$ cat src/rtl/clock_s_multi.sv
// clock_s_multi: multi-channel seconds alarm timer.
// Each of CH channels counts a programmed number of seconds (TICK_DIV Clk
// cycles each) and emits a one-cycle registered pulse on expiry. Channels
// support one-shot or auto-reload mode, abort (stop) and restart (start).
// Optional feature macro: CLOCK_S_IRQ_EN adds sticky per-channel interrupt
// flags (irq) with per-channel clear strobes (irq_clr).
module clock_s_multi #(
    parameter int CH       = 4,
    parameter int AW       = 8,
    parameter int TICK_DIV = 32768
) (
    input  logic             Clk,
    input  logic             rst,
    input  logic [CH-1:0]    start,
    input  logic [CH-1:0]    stop,
    input  logic [CH-1:0]    periodic,
    input  logic [CH*AW-1:0] alarm,
    output logic [CH-1:0]    pulse,
    output logic [CH-1:0]    busy,
    output logic [CH*AW-1:0] sec_left
`ifdef CLOCK_S_IRQ_EN
    ,
    input  logic [CH-1:0]    irq_clr,
    output logic [CH-1:0]    irq
`endif
);

    // Sub-second counter width and its terminal value.
    localparam int SW = $clog2(TICK_DIV);
    localparam logic [SW-1:0] SUB_MAX = SW'(TICK_DIV - 1);

    typedef enum logic [0:0] {
        ST_IDLE = 1'b0,
        ST_RUN  = 1'b1
    } state_t;

    for (genvar g = 0; g < CH; g++) begin : g_ch
        state_t        r_state;
        state_t        w_state_nxt;
        logic [AW-1:0] r_sec;
        logic [AW-1:0] w_sec_nxt;
        logic [AW-1:0] r_alarm;
        logic [AW-1:0] w_alarm_nxt;
        logic [SW-1:0] r_sub;
        logic [SW-1:0] w_sub_nxt;
        logic          r_per;
        logic          w_per_nxt;
        logic          r_pulse;
        logic          w_pulse_nxt;
        logic [AW-1:0] w_alarm_in;
        logic          w_alarm_nz;
        logic          w_wrap;

        assign w_alarm_in = alarm[g*AW +: AW];
        assign w_alarm_nz = (w_alarm_in != {AW{1'b0}});
        assign w_wrap     = (r_sub == SUB_MAX);

        // Channel state register: FSM state, counters, latched config, pulse.
        always_ff @(posedge Clk) begin
            if (rst) begin
                r_state <= ST_IDLE;
                r_sec   <= {AW{1'b0}};
                r_alarm <= {AW{1'b0}};
                r_sub   <= {SW{1'b0}};
                r_per   <= 1'b0;
                r_pulse <= 1'b0;
            end else begin
                r_state <= w_state_nxt;
                r_sec   <= w_sec_nxt;
                r_alarm <= w_alarm_nxt;
                r_sub   <= w_sub_nxt;
                r_per   <= w_per_nxt;
                r_pulse <= w_pulse_nxt;
            end
        end

        // Next-state logic: stop beats start, start beats expiry.
        always_comb begin
            w_state_nxt = r_state;
            w_sec_nxt   = r_sec;
            w_alarm_nxt = r_alarm;
            w_sub_nxt   = r_sub;
            w_per_nxt   = r_per;
            w_pulse_nxt = 1'b0;
            case (r_state)
                ST_IDLE: begin
                    if (stop[g]) begin
                        // Abort while idle (even with start) leaves it idle.
                        w_state_nxt = ST_IDLE;
                    end else if (start[g] && w_alarm_nz) begin
                        w_state_nxt = ST_RUN;
                        w_sec_nxt   = w_alarm_in;
                        w_alarm_nxt = w_alarm_in;
                        w_per_nxt   = periodic[g];
                        w_sub_nxt   = {SW{1'b0}};
                    end else begin
                        w_state_nxt = ST_IDLE;
                    end
                end
                ST_RUN: begin
                    if (stop[g]) begin
                        w_state_nxt = ST_IDLE;
                        w_sec_nxt   = {AW{1'b0}};
                        w_sub_nxt   = {SW{1'b0}};
                    end else if (start[g]) begin
                        w_alarm_nxt = w_alarm_in;
                        w_per_nxt   = periodic[g];
                        w_sub_nxt   = {SW{1'b0}};
                        if (w_alarm_nz) begin
                            w_state_nxt = ST_RUN;
                            w_sec_nxt   = w_alarm_in;
                        end else begin
                            // Restart with zero seconds cancels the channel.
                            w_state_nxt = ST_IDLE;
                            w_sec_nxt   = {AW{1'b0}};
                        end
                    end else if (w_wrap) begin
                        w_sub_nxt = {SW{1'b0}};
                        if (r_sec == AW'(1)) begin
                            w_pulse_nxt = 1'b1;
                            if (r_per) begin
                                w_state_nxt = ST_RUN;
                                w_sec_nxt   = r_alarm;
                            end else begin
                                w_state_nxt = ST_IDLE;
                                w_sec_nxt   = {AW{1'b0}};
                            end
                        end else begin
                            // r_sec >= 2 here, so no underflow.
                            w_sec_nxt = r_sec - AW'(1);
                        end
                    end else begin
                        w_sub_nxt = r_sub + SW'(1);
                    end
                end
                default: begin
                    w_state_nxt = ST_IDLE;
                    w_sec_nxt   = {AW{1'b0}};
                    w_sub_nxt   = {SW{1'b0}};
                end
            endcase
        end

        assign pulse[g]             = r_pulse;
        assign busy[g]              = (r_state == ST_RUN);
        assign sec_left[g*AW +: AW] = r_sec;

`ifdef CLOCK_S_IRQ_EN
        logic r_irq;

        // Sticky interrupt flag: set with the pulse, cleared by irq_clr; set wins.
        always_ff @(posedge Clk) begin
            if (rst) begin
                r_irq <= 1'b0;
            end else if (w_pulse_nxt) begin
                r_irq <= 1'b1;
            end else if (irq_clr[g]) begin
                r_irq <= 1'b0;
            end else begin
                r_irq <= r_irq;
            end
        end

        assign irq[g] = r_irq;
`endif
    end

endmodule

$ cat config.mk
export PLATFORM = sky130hd
export DESIGN_NAME = clock_s_multi
export DESIGN_NICKNAME = d
export VERILOG_FILES = /design/src/rtl/clock_s_multi.sv
export SDC_FILE = /design/constraint.sdc
export NUM_CORES = 1
export LEC_CHECK = 0
export BUFFER_PORTS_ARGS = -buffer_cell sky130_fd_sc_hd__buf_2
export CAP_MARGIN = 15
export CORE_AREA = 4 4 104 125
export DETAILED_ROUTE_END_ITERATION = 8
export DIE_AREA = 0 0 108 129
export PLACE_DENSITY = 0.82
export REMOVE_ABC_BUFFERS = 1
export SETUP_SLACK_MARGIN = 0.15
export SLEW_MARGIN = 15
export SYNTH_ARGS = -nofsm -noshare
export SYNTH_HDL_FRONTEND = slang
export SYNTH_SLANG_ARGS = --single-unit
$ cat constraint.sdc
create_clock -name Clk -period 5.5 [get_ports Clk]
set_clock_uncertainty 0.2 [all_clocks]
set_input_delay 1.1 -clock Clk [delete_from_list [all_inputs] [get_ports Clk]]
set_output_delay 1.1 -clock Clk [all_outputs]
set_load 0.02 [all_outputs]
==> results of run 1 <==
-- area by class of cell --
type | instances | area [um^2] | area share (%)
clock buffers | 27 | 533 | 6.62
clock inverters | 2 | 35.0 | 0.435
inverters | 22 | 82.6 | 1.03
well taps | 157 | 196 | 2.44
repair buffers | 89 | 455 | 5.66
multi-input cells | 621 | 4020 | 50.0
flip-flops and latches | 136 | 2720 | 33.8
-- stage by stage --
stage	cell area [um^2]	total power [mW]
finish	8050	2.53
global route	8050	2.63
CTS	8040	2.54
detailed placement	7470	1.45
global placement	7470	1.44
floorplan	6820	1.33
-- how the worst max path moves through the flow --
| stage | from | to | cells past startpoint |
|---|---|---|---|
| CTS | alarm[24] | g_ch[3].r_sub[9]$_SDFFE_PP0P_ | 6 |
| detailed placement | alarm[24] | g_ch[3].r_sub[9]$_SDFFE_PP0P_ | 6 |
| finish | alarm[24] | g_ch[3].r_sub[1]$_SDFFE_PP0P_ | 6 |
| floorplan | stop[1] | g_ch[1].r_sub[0]$_SDFFE_PP0P_ | 5 |
| global placement | alarm[16] | g_ch[2].r_sub[1]$_SDFFE_PP0P_ | 6 |
| global route | alarm[24] | g_ch[3].r_sub[1]$_SDFFE_PP0P_ | 6 |
-- where the power goes --
group | leakage [nW] | switching, mW | internal [mW] | total, mW
Sequential | 1.11 | 0.0564 | 1.03 | 1.08
Clock | 0.281 | 0.397 | 0.698 | 1.09
Combinational | 1.72 | 0.208 | 0.143 | 0.352
-- placed cells by master, fill, tap and decap left out, types with 10 or more instances in the layout --
master	n
sky130_fd_sc_hd__mux2i_1	44
sky130_fd_sc_hd__a211oi_1	15
sky130_fd_sc_hd__o211ai_1	18
sky130_fd_sc_hd__a211o_1	10
sky130_fd_sc_hd__a21oi_1	33
sky130_fd_sc_hd__o2111ai_1	20
sky130_fd_sc_hd__nand2b_1	16
sky130_fd_sc_hd__nor4_1	15
sky130_fd_sc_hd__nor3_1	16
sky130_fd_sc_hd__or3_1	10
sky130_fd_sc_hd__o21ai_0	26
sky130_fd_sc_hd__nand4_1	13
sky130_fd_sc_hd__nand3_1	14
sky130_fd_sc_hd__xnor2_1	18
sky130_fd_sc_hd__clkbuf_16	17
sky130_fd_sc_hd__a311oi_1	17
sky130_fd_sc_hd__xor2_1	39
sky130_fd_sc_hd__dfxtp_1	136
sky130_fd_sc_hd__inv_1	22
sky130_fd_sc_hd__ha_1	12
sky130_fd_sc_hd__nand2_1	60
sky130_fd_sc_hd__nor2_1	131
sky130_fd_sc_hd__buf_2	85
-- registers in the layout, indices dropped and copies added, names as in the netlist --
signal and cells:
g_ch.r_alarm 32, g_ch.r_sec 32, g_ch.r_state 4, g_ch.r_pulse 4, g_ch.r_per 4, g_ch.r_sub 60
-- metal layers --
layer	vias to the layer above	share of wire (%)	track usage, %
li1	3135	-	-
met1	3022	42	29.5
met2	174	51	43.9
met3	28	4.6	4.87
met4	0	1.7	9.51
met5	-	0	0
-- logic make-up (layout without fill, tap and decap cells) --
family,after synthesis,in the layout,synth area share [%]
fa+ha+maj,12,12,2.12
flops,136,136,38.5
buf+inv,75,140,4.74
compound gates,191,191,19.6
xor+xnor,57,57,7.06
simple gates,316,316,21.6
mux,45,45,6.38
-- worst max-delay path, stage by stage --
cell and delay (ns):
sky130_fd_sc_hd__buf_2 0.12, sky130_fd_sc_hd__nor4_1 0.46, sky130_fd_sc_hd__a21oi_1 0.43, sky130_fd_sc_hd__o21ai_1 0.68, sky130_fd_sc_hd__nand2b_1 0.44, sky130_fd_sc_hd__a21oi_1 0.22
==> flow_results.xml, run 1 <==
<?xml version="1.0" encoding="UTF-8"?>
<metrics>
  <group name="run_status">
    <metric name="run_status" unit="">finished clean</metric>
  </group>
  <group name="drt">
    <metric name="final_antenna_net_count" unit="">0</metric>
    <metric name="vias" unit="">6359</metric>
    <metric name="drt_drc_violations_left" unit="">0</metric>
    <metric name="routed_wirelength" unit="um">16700</metric>
    <metric name="vias_per_cell" unit="">6.03</metric>
    <metric name="wl_per_cell" unit="um">15.8</metric>
    <metric name="drt-initial-drc-count" unit="">364</metric>
    <metric name="drt_pass1_iterations" unit="">4</metric>
  </group>
  <group name="clocking">
    <metric name="clock_sink_count" unit="">136</metric>
    <metric name="postCtsSetupRepairBufs" unit="">0</metric>
    <metric name="clock_tree_from_tritoncts" unit="">yes</metric>
    <metric name="clock-root-buffer" unit="">sky130_fd_sc_hd__clkbuf_16</metric>
    <metric name="path_clk_slew" unit="ns">0.05</metric>
    <metric name="clk-insertion-delay-late" unit="ns">0.42</metric>
    <metric name="clk_path_buf_depth" unit="">2</metric>
    <metric name="hold_buffers" unit="">0</metric>
    <metric name="cts-htree-levels" unit="">4</metric>
    <metric name="post_cts_resize_count" unit="">0</metric>
    <metric name="cts-buffers-inserted" unit="">17</metric>
  </group>
  <group name="synth">
    <metric name="synthesis.instances" unit="">832</metric>
    <metric name="ys_async_sr_fraction" unit="%">0</metric>
    <metric name="synth_area_leaders" unit="">sky130_fd_sc_hd__dfxtp_1 (38%), sky130_fd_sc_hd__nor2_1 (6.9%), sky130_fd_sc_hd__mux2i_1 (6.2%)</metric>
    <metric name="synth_seq_area_share" unit="%">38.5</metric>
    <metric name="post_synth_num_cell_types" unit="">65</metric>
    <metric name="synth_top_cell_by_area" unit="">sky130_fd_sc_hd__dfxtp_1</metric>
    <metric name="post_synth_instance_area" unit="um^2">7080</metric>
    <metric name="synth.ff_latch_count" unit="">136</metric>
    <metric name="yosys-top-cells-count" unit="">sky130_fd_sc_hd__dfxtp_1 (136), sky130_fd_sc_hd__nor2_1 (131), sky130_fd_sc_hd__nand2_1 (60), sky130_fd_sc_hd__mux2i_1 (44), sky130_fd_sc_hd__xor2_1 (39)</metric>
    <metric name="synth_enable_flop_cells" unit="">0</metric>
    <metric name="post_synth.cell_area_avg" unit="um^2">8.50</metric>
    <metric name="ys.flop_type" unit="">sky130_fd_sc_hd__dfxtp_1</metric>
    <metric name="synthDominantCellAreaShare" unit="%">38.5</metric>
    <metric name="yosys.cell_count.top_type" unit="">sky130_fd_sc_hd__dfxtp_1</metric>
    <metric name="synthesis.yosys.warnings" unit="">0</metric>
  </group>
  <group name="die">
    <metric name="die_w" unit="um">108</metric>
    <metric name="initial_standard_cell_utilization_of_the_core" unit="%">60.6</metric>
    <metric name="core_region" unit="um^2">11700</metric>
    <metric name="die_area" unit="um^2">13900</metric>
    <metric name="die_h" unit="um">129</metric>
    <metric name="num_io_pins" unit="">86</metric>
    <metric name="rows" unit="">43</metric>
  </group>
  <group name="global_routing">
    <metric name="antenna_found_initial" unit="">0</metric>
    <metric name="wire_length_of_the_first_global_routing_pass" unit="um">28300</metric>
    <metric name="grt_overflow_total" unit="">0</metric>
    <metric name="groute.usage.overall" unit="%">24.8</metric>
    <metric name="grt_max_degree" unit="">50</metric>
    <metric name="via_count_of_the_first_global_routing_pass" unit="">6056</metric>
  </group>
  <group name="place">
    <metric name="port_buffers" unit="">85</metric>
    <metric name="detailedPlace.worstSlack" unit="ns">1.80</metric>
    <metric name="dpl.cell_count" unit="">1025</metric>
    <metric name="gp_congestion" unit="">0.871</metric>
    <metric name="place.detailed.hpwl" unit="um">11700</metric>
  </group>
  <group name="worst_hold_path">
    <metric name="min_path_type" unit="">reg2reg</metric>
    <metric name="timing.hold.worst_endpoint" unit="">g_ch[0].r_sub[14]$_SDFFE_PP0P_</metric>
    <metric name="hold_depth" unit="">2</metric>
    <metric name="worstHoldStart" unit="">g_ch[0].r_sub[14]$_SDFFE_PP0P_</metric>
  </group>
  <group name="layout">
    <metric name="fillers" unit="">939</metric>
    <metric name="num_antenna_cells" unit="">0</metric>
    <metric name="final_nets" unit="">945</metric>
    <metric name="flow.area_growth_from_synthesis" unit="%">13.7</metric>
    <metric name="layout-drive-gt1-share" unit="%">14.5</metric>
    <metric name="count_of_non_filler_cells_in_the_finished_layout" unit="">1054</metric>
    <metric name="fin_util" unit="%">68.9</metric>
  </group>
  <group name="sta">
    <metric name="timing.final.max_slew_violations" unit="">0</metric>
    <metric name="max_freq" unit="MHz">303</metric>
    <metric name="worst_slack" unit="ns">2.20</metric>
    <metric name="timing.setup.tns" unit="ns">0</metric>
    <metric name="hold_viol" unit="">0</metric>
    <metric name="final.period_utilization" unit="%">60.0</metric>
    <metric name="worst_slew_margin_rel" unit="%">21.4</metric>
    <metric name="finalSetupViolations" unit="">0</metric>
    <metric name="tightestPinTransition" unit="ns">1.18</metric>
    <metric name="grt_setup_unrepaired" unit="">no</metric>
    <metric name="holdWs" unit="ns">0.245</metric>
    <metric name="final_period_minus_worst_setup_slack" unit="ns">3.30</metric>
  </group>
  <group name="worst_setup_path">
    <metric name="r2r_start" unit="">g_ch[3].r_state$_SDFF_PP0_</metric>
    <metric name="critical_path_class" unit="">in2reg</metric>
    <metric name="crit-reg2reg-capture" unit="">g_ch[3].r_sub[1]$_SDFFE_PP0P_</metric>
    <metric name="worst_r2r_path_depth" unit="">5</metric>
    <metric name="critical_path.endpoint_type" unit="">register</metric>
    <metric name="worst_case_register_to_register_setup_slack" unit="ns">2.35</metric>
    <metric name="cp_max_fo" unit="">17</metric>
    <metric name="critical_path.startpoint_type" unit="">input pin</metric>
    <metric name="cp.arrival" unit="ns">3.44</metric>
    <metric name="required" unit="ns">5.64</metric>
  </group>
  <group name="run">
    <metric name="cap_violations" unit="">0</metric>
  </group>
  <group name="power">
    <metric name="vdd_ir_drop_max" unit="mV">0.243</metric>
    <metric name="cellPowerDensity" unit="nW/um^2">315</metric>
    <metric name="power.static_leakage" unit="nW">3.11</metric>
  </group>
</metrics>
(Power assumes the default switching activity.)
==> run 2, diff against run 1 <==
--- a/config.mk
+++ b/config.mk
@@ -7,10 +7,10 @@
 export LEC_CHECK = 0
 export BUFFER_PORTS_ARGS = -buffer_cell sky130_fd_sc_hd__buf_2
 export CAP_MARGIN = 15
-export CORE_AREA = 4 4 104 125
+export CORE_AREA = 4 4 111 134
 export DETAILED_ROUTE_END_ITERATION = 8
-export DIE_AREA = 0 0 108 129
-export PLACE_DENSITY = 0.82
+export DIE_AREA = 0 0 115 138
+export PLACE_DENSITY = 0.75
 export REMOVE_ABC_BUFFERS = 1
 export SETUP_SLACK_MARGIN = 0.15
 export SLEW_MARGIN = 15
==> constraint.sdc (replaced) <==
create_clock -name Clk -period 2.8 [get_ports Clk]
set_clock_uncertainty 0.2 [all_clocks]
set_input_delay 0.56 -clock Clk [delete_from_list [all_inputs] [get_ports Clk]]
set_output_delay 0.56 -clock Clk [all_outputs]
set_load 0.02 [all_outputs]
==> flow_results.xml, run 2 (synthesis gave the netlist of run 1 again) <==
<?xml version="1.0" encoding="UTF-8"?>
<metrics>
  <group name="drt">
    <metric name="drt_pass1_iterations" unit="">5</metric>
    <metric name="routed_wirelength" unit="um">17100</metric>
    <metric name="vias" unit="">6434</metric>
    <metric name="wl_per_cell" unit="um">15.7</metric>
    <metric name="drt_drc_violations_left" unit="">0</metric>
    <metric name="drt-initial-drc-count" unit="">496</metric>
    <metric name="final_antenna_net_count" unit="">0</metric>
    <metric name="vias_per_cell" unit="">5.89</metric>
  </group>
  <group name="clocking">
    <metric name="hold_buffers" unit="">0</metric>
    <metric name="clock_sink_count" unit="">136</metric>
    <metric name="path_clk_slew" unit="ns">0.06</metric>
    <metric name="clk_path_buf_depth" unit="">2</metric>
    <metric name="cts-buffers-inserted" unit="">17</metric>
    <metric name="cts-htree-levels" unit="">4</metric>
    <metric name="clk-insertion-delay-late" unit="ns">0.43</metric>
    <metric name="clock_tree_from_tritoncts" unit="">yes</metric>
    <metric name="clock-root-buffer" unit="">sky130_fd_sc_hd__clkbuf_16</metric>
    <metric name="postCtsSetupRepairBufs" unit="">0</metric>
    <metric name="post_cts_resize_count" unit="">0</metric>
  </group>
  <group name="layout">
    <metric name="reg_top3" unit="">g_ch.r_sub: 60 flops, g_ch.r_alarm: 32 flops, g_ch.r_sec: 32 flops</metric>
    <metric name="layout-drive-gt1-share" unit="%">16.8</metric>
    <metric name="layout_commonest_cell" unit="">sky130_fd_sc_hd__dfxtp_1</metric>
    <metric name="largest_register_ff_count" unit="">60</metric>
    <metric name="regMostFlops" unit="">g_ch.r_sub</metric>
    <metric name="flow.area_growth_from_synthesis" unit="%">18.2</metric>
    <metric name="num_antenna_cells" unit="">0</metric>
    <metric name="most-common-layout-cells" unit="">sky130_fd_sc_hd__dfxtp_1 (136), sky130_fd_sc_hd__nor2_1 (131), sky130_fd_sc_hd__buf_2 (85), sky130_fd_sc_hd__nand2_1 (60), sky130_fd_sc_hd__mux2i_1 (44)</metric>
    <metric name="final_nets" unit="">966</metric>
  </group>
  <group name="global_routing">
    <metric name="groute.usage.overall" unit="%">21.7</metric>
    <metric name="grt_max_degree" unit="">34</metric>
    <metric name="grt_overflow_total" unit="">0</metric>
    <metric name="via_count_of_the_first_global_routing_pass" unit="">6095</metric>
    <metric name="antenna_found_initial" unit="">0</metric>
    <metric name="wire_length_of_the_first_global_routing_pass" unit="um">28700</metric>
  </group>
  <group name="sta">
    <metric name="timing.setup.tns" unit="ns">0</metric>
    <metric name="max_freq" unit="MHz">404</metric>
    <metric name="tightestPinTransition" unit="ns">0.664</metric>
    <metric name="grt_setup_unrepaired" unit="">no</metric>
    <metric name="hold_viol" unit="">0</metric>
    <metric name="finalSetupViolations" unit="">0</metric>
    <metric name="timing.final.max_slew_violations" unit="">0</metric>
    <metric name="worst_slew_margin_rel" unit="%">55.8</metric>
    <metric name="final_period_minus_worst_setup_slack" unit="ns">2.48</metric>
    <metric name="final.period_utilization" unit="%">88.5</metric>
  </group>
  <group name="die">
    <metric name="die_h" unit="um">138</metric>
    <metric name="initial_standard_cell_utilization_of_the_core" unit="%">51.9</metric>
    <metric name="die_w" unit="um">115</metric>
    <metric name="rows" unit="">47</metric>
    <metric name="die_area" unit="um^2">15900</metric>
    <metric name="num_io_pins" unit="">86</metric>
    <metric name="core_region" unit="um^2">13600</metric>
  </group>
  <group name="worst_setup_path">
    <metric name="cpPeakStageDelay" unit="ns">0.66</metric>
    <metric name="critical_path.startpoint_type" unit="">register</metric>
    <metric name="cp_max_fo" unit="">8</metric>
    <metric name="critical-path-slowest-cell" unit="">sky130_fd_sc_hd__or4b_1</metric>
    <metric name="cp.arrival" unit="ns">2.58</metric>
    <metric name="required" unit="ns">2.91</metric>
    <metric name="crit_chain" unit="">or4_4 -&gt; or4b_1 -&gt; mux2i_1 -&gt; a221oi_1 -&gt; a211oi_2</metric>
    <metric name="critical_path.endpoint_type" unit="">register</metric>
    <metric name="critical_path_class" unit="">reg2reg</metric>
    <metric name="worst_case_register_to_register_setup_slack" unit="ns">0.32</metric>
  </group>
  <group name="power">
    <metric name="power" unit="mW">5.50</metric>
    <metric name="power.static_leakage" unit="nW">3.27</metric>
    <metric name="vdd_ir_drop_max" unit="mV">0.394</metric>
    <metric name="cellPowerDensity" unit="nW/um^2">658</metric>
  </group>
  <group name="place">
    <metric name="place.detailed.hpwl" unit="um">12000</metric>
    <metric name="gp_congestion" unit="">0.870</metric>
    <metric name="port_buffers" unit="">85</metric>
  </group>
  <group name="worst_hold_path">
    <metric name="min_path_type" unit="">in2reg</metric>
  </group>
  <group name="run_status">
    <metric name="run_status" unit="">finished clean</metric>
  </group>
  <group name="run">
    <metric name="cap_violations" unit="">0</metric>
  </group>
</metrics>
-- run 2: changes by cell type in the layout (fill, tap and decap cells not counted), sizes merged --
cell	change
buf	+21
clkinv	+1
clkbuf	-7
inv	+1
clkinvlp	+2
bufinv	+6
-- run 2: final cells by class --
class                      instances  area (um^2)
sequential                       136         2720
multi-input combinational        621         4020
clock inverter                    12          244
timing repair buffer             110          626
clock buffer                      20          457
inverter                          22         82.6
tap                              171          214
fill                            1206         5280
-- run 2: worst max-delay path, delay by kind of cell (launching register included) --
| kind | cells | cell delay [ns] |
|---|---|---|
| flip-flops | 1 | 0.37 |
| AND/OR/NAND/NOR | 2 | 1.25 |
| AO/OA/AOI/OAI | 2 | 0.37 |
| multiplexers | 1 | 0.17 |
-- run 2: final timing paths --
| check | start | end | cells past startpoint |
|---|---|---|---|
| worst max-delay path | g_ch[2].r_sec[3]$_SDFFE_PP0P_ | g_ch[2].r_sec[2]$_SDFFE_PP0P_ | 5 |
| worst min-delay path | periodic[0] | g_ch[0].r_per$_SDFFE_PP0P_ | 3 |
| worst max register to register | g_ch[2].r_sec[3]$_SDFFE_PP0P_ | g_ch[2].r_sec[2]$_SDFFE_PP0P_ | 5 |
| worst min register to register | g_ch[0].r_sub[14]$_SDFFE_PP0P_ | g_ch[0].r_sub[14]$_SDFFE_PP0P_ | 2 |
-- run 2: per-layer routing --
metal / track usage, % / up-vias / wire length, um
met5: 0 / - / 0
met4: 9.21 / 0 / 381
met3: 4.37 / 32 / 814
met2: 36.7 / 166 / 8620
met1: 26.4 / 3058 / 7320
li1: - / 3178 / -
-- run 2: power by group --
part           leakage (nW)  switching, mW  internal (mW)
Clock                 0.337          0.850           1.81
Combinational          1.83          0.429          0.303
Sequential             1.11         0.0979           2.02
-- run 2: metrics by stage --
step	cell area, um^2	std cells	setup WS (ns)	hold slack, ns	util [%]
3_5_place_dp	7660	1060	0.257	0.242	56.2
4_1_cts	8360	1092	0.271	0.166	61.3
5_1_grt	8360	1092	0.174	0.170	61.3
2_1_floorplan	6820	779	0.312	0.226	-
6_report	8360	1092	0.323	0.168	61.3
3_3_place_gp	7660	1060	0.312	0.238	56.2
==> run 3, diff against run 2 <==
--- a/config.mk
+++ b/config.mk
@@ -5,12 +5,12 @@
 export SDC_FILE = /design/constraint.sdc
 export NUM_CORES = 1
 export LEC_CHECK = 0
-export BUFFER_PORTS_ARGS = -buffer_cell sky130_fd_sc_hd__buf_2
+export BUFFER_PORTS_ARGS = -buffer_cell sky130_fd_sc_hd__clkbuf_2
 export CAP_MARGIN = 15
 export CORE_AREA = 4 4 111 134
 export DETAILED_ROUTE_END_ITERATION = 8
 export DIE_AREA = 0 0 115 138
-export PLACE_DENSITY = 0.75
+export PLACE_DENSITY = 0.85
 export REMOVE_ABC_BUFFERS = 1
 export SETUP_SLACK_MARGIN = 0.15
 export SLEW_MARGIN = 15
==> flow_results.xml, run 3 (synthesis gave the netlist of run 1 again) <==
<?xml version="1.0" encoding="UTF-8"?>
<metrics>
  <group name="run_status">
    <metric name="run_status" unit="">finished clean</metric>
  </group>
  <group name="global_routing">
    <metric name="antenna_found_initial" unit="">0</metric>
    <metric name="grt_max_degree" unit="">24</metric>
    <metric name="grt_overflow_total" unit="">0</metric>
    <metric name="via_count_of_the_first_global_routing_pass" unit="">6370</metric>
    <metric name="groute.usage.overall" unit="%">22.2</metric>
    <metric name="wire_length_of_the_first_global_routing_pass" unit="um">29400</metric>
    <metric name="globalRouteMet2Util" unit="%">37.9</metric>
    <metric name="busiest_layer" unit="">met2</metric>
    <metric name="groute.layer.met1.usage" unit="%">27.0</metric>
    <metric name="globalRouteMet3Util" unit="%">4.33</metric>
  </group>
  <group name="worst_setup_path">
    <metric name="path_buf_inv" unit="">0</metric>
    <metric name="critical-path-slowest-cell" unit="">sky130_fd_sc_hd__or4b_4</metric>
    <metric name="r2r_start" unit="">g_ch[1].r_sec[2]$_SDFFE_PP0P_</metric>
    <metric name="worst_case_register_to_register_setup_slack" unit="ns">0.29</metric>
    <metric name="crit-reg2reg-capture" unit="">g_ch[1].r_sec[5]$_SDFFE_PP0P_</metric>
    <metric name="crit_family" unit="">simple AND/OR/NAND/NOR gates</metric>
    <metric name="crit_cells" unit="">5</metric>
    <metric name="crit_end" unit="">g_ch[1].r_sec[5]$_SDFFE_PP0P_</metric>
    <metric name="crit_chain" unit="">or4_4 -&gt; or4b_4 -&gt; o21ai_0 -&gt; a211o_1 -&gt; a311oi_2</metric>
    <metric name="critical_path_class" unit="">reg2reg</metric>
    <metric name="critical_path.endpoint_type" unit="">register</metric>
    <metric name="critical_path.startpoint_type" unit="">register</metric>
    <metric name="required" unit="ns">2.89</metric>
    <metric name="cp_max_fo" unit="">17</metric>
    <metric name="worst_r2r_path_depth" unit="">5</metric>
    <metric name="timing.critical_path.from" unit="">g_ch[1].r_sec[2]$_SDFFE_PP0P_</metric>
    <metric name="cpPeakStageDelay" unit="ns">0.65</metric>
    <metric name="cp.arrival" unit="ns">2.60</metric>
  </group>
  <group name="worst_hold_path">
    <metric name="min_path_type" unit="">in2reg</metric>
    <metric name="hold_depth" unit="">3</metric>
  </group>
  <group name="place">
    <metric name="place.detailed.hpwl" unit="um">12200</metric>
    <metric name="port_buffers" unit="">85</metric>
    <metric name="detailedPlace.worstSlack" unit="ns">0.261</metric>
    <metric name="gp_congestion" unit="">0.863</metric>
    <metric name="dpl.cell_count" unit="">1063</metric>
  </group>
  <group name="layout">
    <metric name="regMostFlops" unit="">g_ch.r_sub</metric>
    <metric name="ff_latch_area" unit="um^2">2720</metric>
    <metric name="final_nets" unit="">969</metric>
    <metric name="most-common-layout-cells" unit="">sky130_fd_sc_hd__dfxtp_1 (136), sky130_fd_sc_hd__nor2_1 (131), sky130_fd_sc_hd__clkbuf_2 (84), sky130_fd_sc_hd__nand2_1 (60), sky130_fd_sc_hd__mux2i_1 (44)</metric>
    <metric name="num_antenna_cells" unit="">0</metric>
    <metric name="multi_input_area" unit="um^2">4020</metric>
    <metric name="count_of_non_filler_cells_in_the_finished_layout" unit="">1091</metric>
    <metric name="layout_commonest_cell" unit="">sky130_fd_sc_hd__dfxtp_1</metric>
    <metric name="layout-drive-gt1-share" unit="%">16.7</metric>
    <metric name="reg_top3" unit="">g_ch.r_sub: 60 flops, g_ch.r_alarm: 32 flops, g_ch.r_sec: 32 flops</metric>
    <metric name="flow.area_growth_from_synthesis" unit="%">16.3</metric>
    <metric name="fillers" unit="">1187</metric>
    <metric name="largest_register_ff_count" unit="">60</metric>
  </group>
  <group name="drt">
    <metric name="wl_per_cell" unit="um">15.8</metric>
    <metric name="routed_wirelength" unit="um">17200</metric>
    <metric name="vias" unit="">6469</metric>
    <metric name="final_antenna_net_count" unit="">0</metric>
    <metric name="drt-initial-drc-count" unit="">462</metric>
    <metric name="drt_drc_violations_left" unit="">0</metric>
    <metric name="vias_per_cell" unit="">5.93</metric>
    <metric name="drt_pass1_iterations" unit="">5</metric>
  </group>
  <group name="die">
    <metric name="num_io_pins" unit="">86</metric>
    <metric name="core_region" unit="um^2">13600</metric>
    <metric name="initial_standard_cell_utilization_of_the_core" unit="%">51.9</metric>
    <metric name="die_h" unit="um">138</metric>
    <metric name="die_area" unit="um^2">15900</metric>
    <metric name="die_w" unit="um">115</metric>
    <metric name="rows" unit="">47</metric>
  </group>
  <group name="sta">
    <metric name="final_period_minus_worst_setup_slack" unit="ns">2.51</metric>
    <metric name="worst_slew_margin_rel" unit="%">51.9</metric>
    <metric name="grt_setup_unrepaired" unit="">no</metric>
    <metric name="final.period_utilization" unit="%">89.7</metric>
    <metric name="timing.final.max_slew_violations" unit="">0</metric>
    <metric name="hold_viol" unit="">0</metric>
    <metric name="worst_slack" unit="ns">0.289</metric>
    <metric name="tightestPinTransition" unit="ns">0.716</metric>
    <metric name="max_freq" unit="MHz">398</metric>
    <metric name="finalSetupViolations" unit="">0</metric>
    <metric name="timing.setup.tns" unit="ns">0</metric>
  </group>
  <group name="clocking">
    <metric name="path_clk_slew" unit="ns">0.05</metric>
    <metric name="cts-htree-levels" unit="">4</metric>
    <metric name="clock_tree_from_tritoncts" unit="">yes</metric>
    <metric name="clk_path_buf_depth" unit="">2</metric>
    <metric name="postCtsSetupRepairBufs" unit="">0</metric>
    <metric name="clk-insertion-delay-late" unit="ns">0.42</metric>
    <metric name="clock_sink_count" unit="">136</metric>
    <metric name="cts-buffers-inserted" unit="">17</metric>
    <metric name="clock-root-buffer" unit="">sky130_fd_sc_hd__clkbuf_16</metric>
    <metric name="hold_buffers" unit="">0</metric>
    <metric name="post_cts_resize_count" unit="">0</metric>
  </group>
  <group name="power">
    <metric name="vdd_ir_drop_max" unit="mV">0.436</metric>
    <metric name="power.static_leakage" unit="nW">3.21</metric>
    <metric name="cellPowerDensity" unit="nW/um^2">602</metric>
  </group>
  <group name="run">
    <metric name="cap_violations" unit="">0</metric>
  </group>
</metrics>
run 3: cell types whose count changed in the layout (fill, tap and decap cells not counted), moves of 2 or more:
| cell | previous run | this run |
|---|---|---|
| sky130_fd_sc_hd__buf_2 | 85 | 1 |
| sky130_fd_sc_hd__clkbuf_8 | 2 | 6 |
| sky130_fd_sc_hd__bufinv_16 | 7 | 1 |
| sky130_fd_sc_hd__clkbuf_2 | 0 | 84 |
| sky130_fd_sc_hd__clkinvlp_4 | 2 | 0 |
| sky130_fd_sc_hd__buf_4 | 24 | 28 |
run 3: layer usage:
metal,share of wire (%),up-vias
li1,-,3188
met4,2.5,0
met5,0,-
met2,50,177
met3,4.2,35
met1,43,3069
run 3: area by class of cell:
type	instances	area share [%]
clock buffer	25	6.26
clock inverter	3	0.486
multi-input combinational	621	48.9
sequential	136	33.1
inverter	22	1.00
tap	171	2.60
timing repair buffer	113	7.72
run 3: worst min-delay path by stage:
stage / from / to / slack (ns)
final: periodic[3] / g_ch[3].r_per$_SDFFE_PP0P_ / 0.18
after global routing: periodic[0] / g_ch[0].r_per$_SDFFE_PP0P_ / 0.20
after CTS: periodic[3] / g_ch[3].r_per$_SDFFE_PP0P_ / 0.17
after detailed placement: g_ch[0].r_sub[14]$_SDFFE_PP0P_ / g_ch[0].r_sub[14]$_SDFFE_PP0P_ / 0.24
after global placement: g_ch[0].r_sub[14]$_SDFFE_PP0P_ / g_ch[0].r_sub[14]$_SDFFE_PP0P_ / 0.24
after floorplan: g_ch[0].r_sub[14]$_SDFFE_PP0P_ / g_ch[0].r_sub[14]$_SDFFE_PP0P_ / 0.23
run 3: power by group:
| part | total (mW) | internal (mW) | switching, mW |
|---|---|---|---|
| registers | 2.12 | 2.02 | 0.102 |
| logic | 0.733 | 0.302 | 0.431 |
| clock network | 2.10 | 1.34 | 0.765 |
run 3: worst reg2reg max path: stages, from the launching register on:
cell and delay [ns]:
sky130_fd_sc_hd__dfxtp_1 0.37, sky130_fd_sc_hd__or4_4 0.57, sky130_fd_sc_hd__or4b_4 0.65, sky130_fd_sc_hd__o21ai_0 0.35, sky130_fd_sc_hd__a211o_1 0.16, sky130_fd_sc_hd__a311oi_2 0.09
run 3: stage by stage:
| step | util, % | total power, mW | area, um^2 | hold slack (ns) |
|---|---|---|---|---|
| 2_1_floorplan | - | 2.62 | 6820 | 0.226 |
| 3_3_place_gp | 56.2 | 2.86 | 7670 | 0.238 |
| 3_5_place_dp | 56.2 | 2.88 | 7670 | 0.245 |
| 4_1_cts | 60.3 | 4.98 | 8230 | 0.174 |
| 5_1_grt | 60.3 | 5.16 | 8230 | 0.197 |
| 6_report | 60.3 | 4.96 | 8230 | 0.182 |
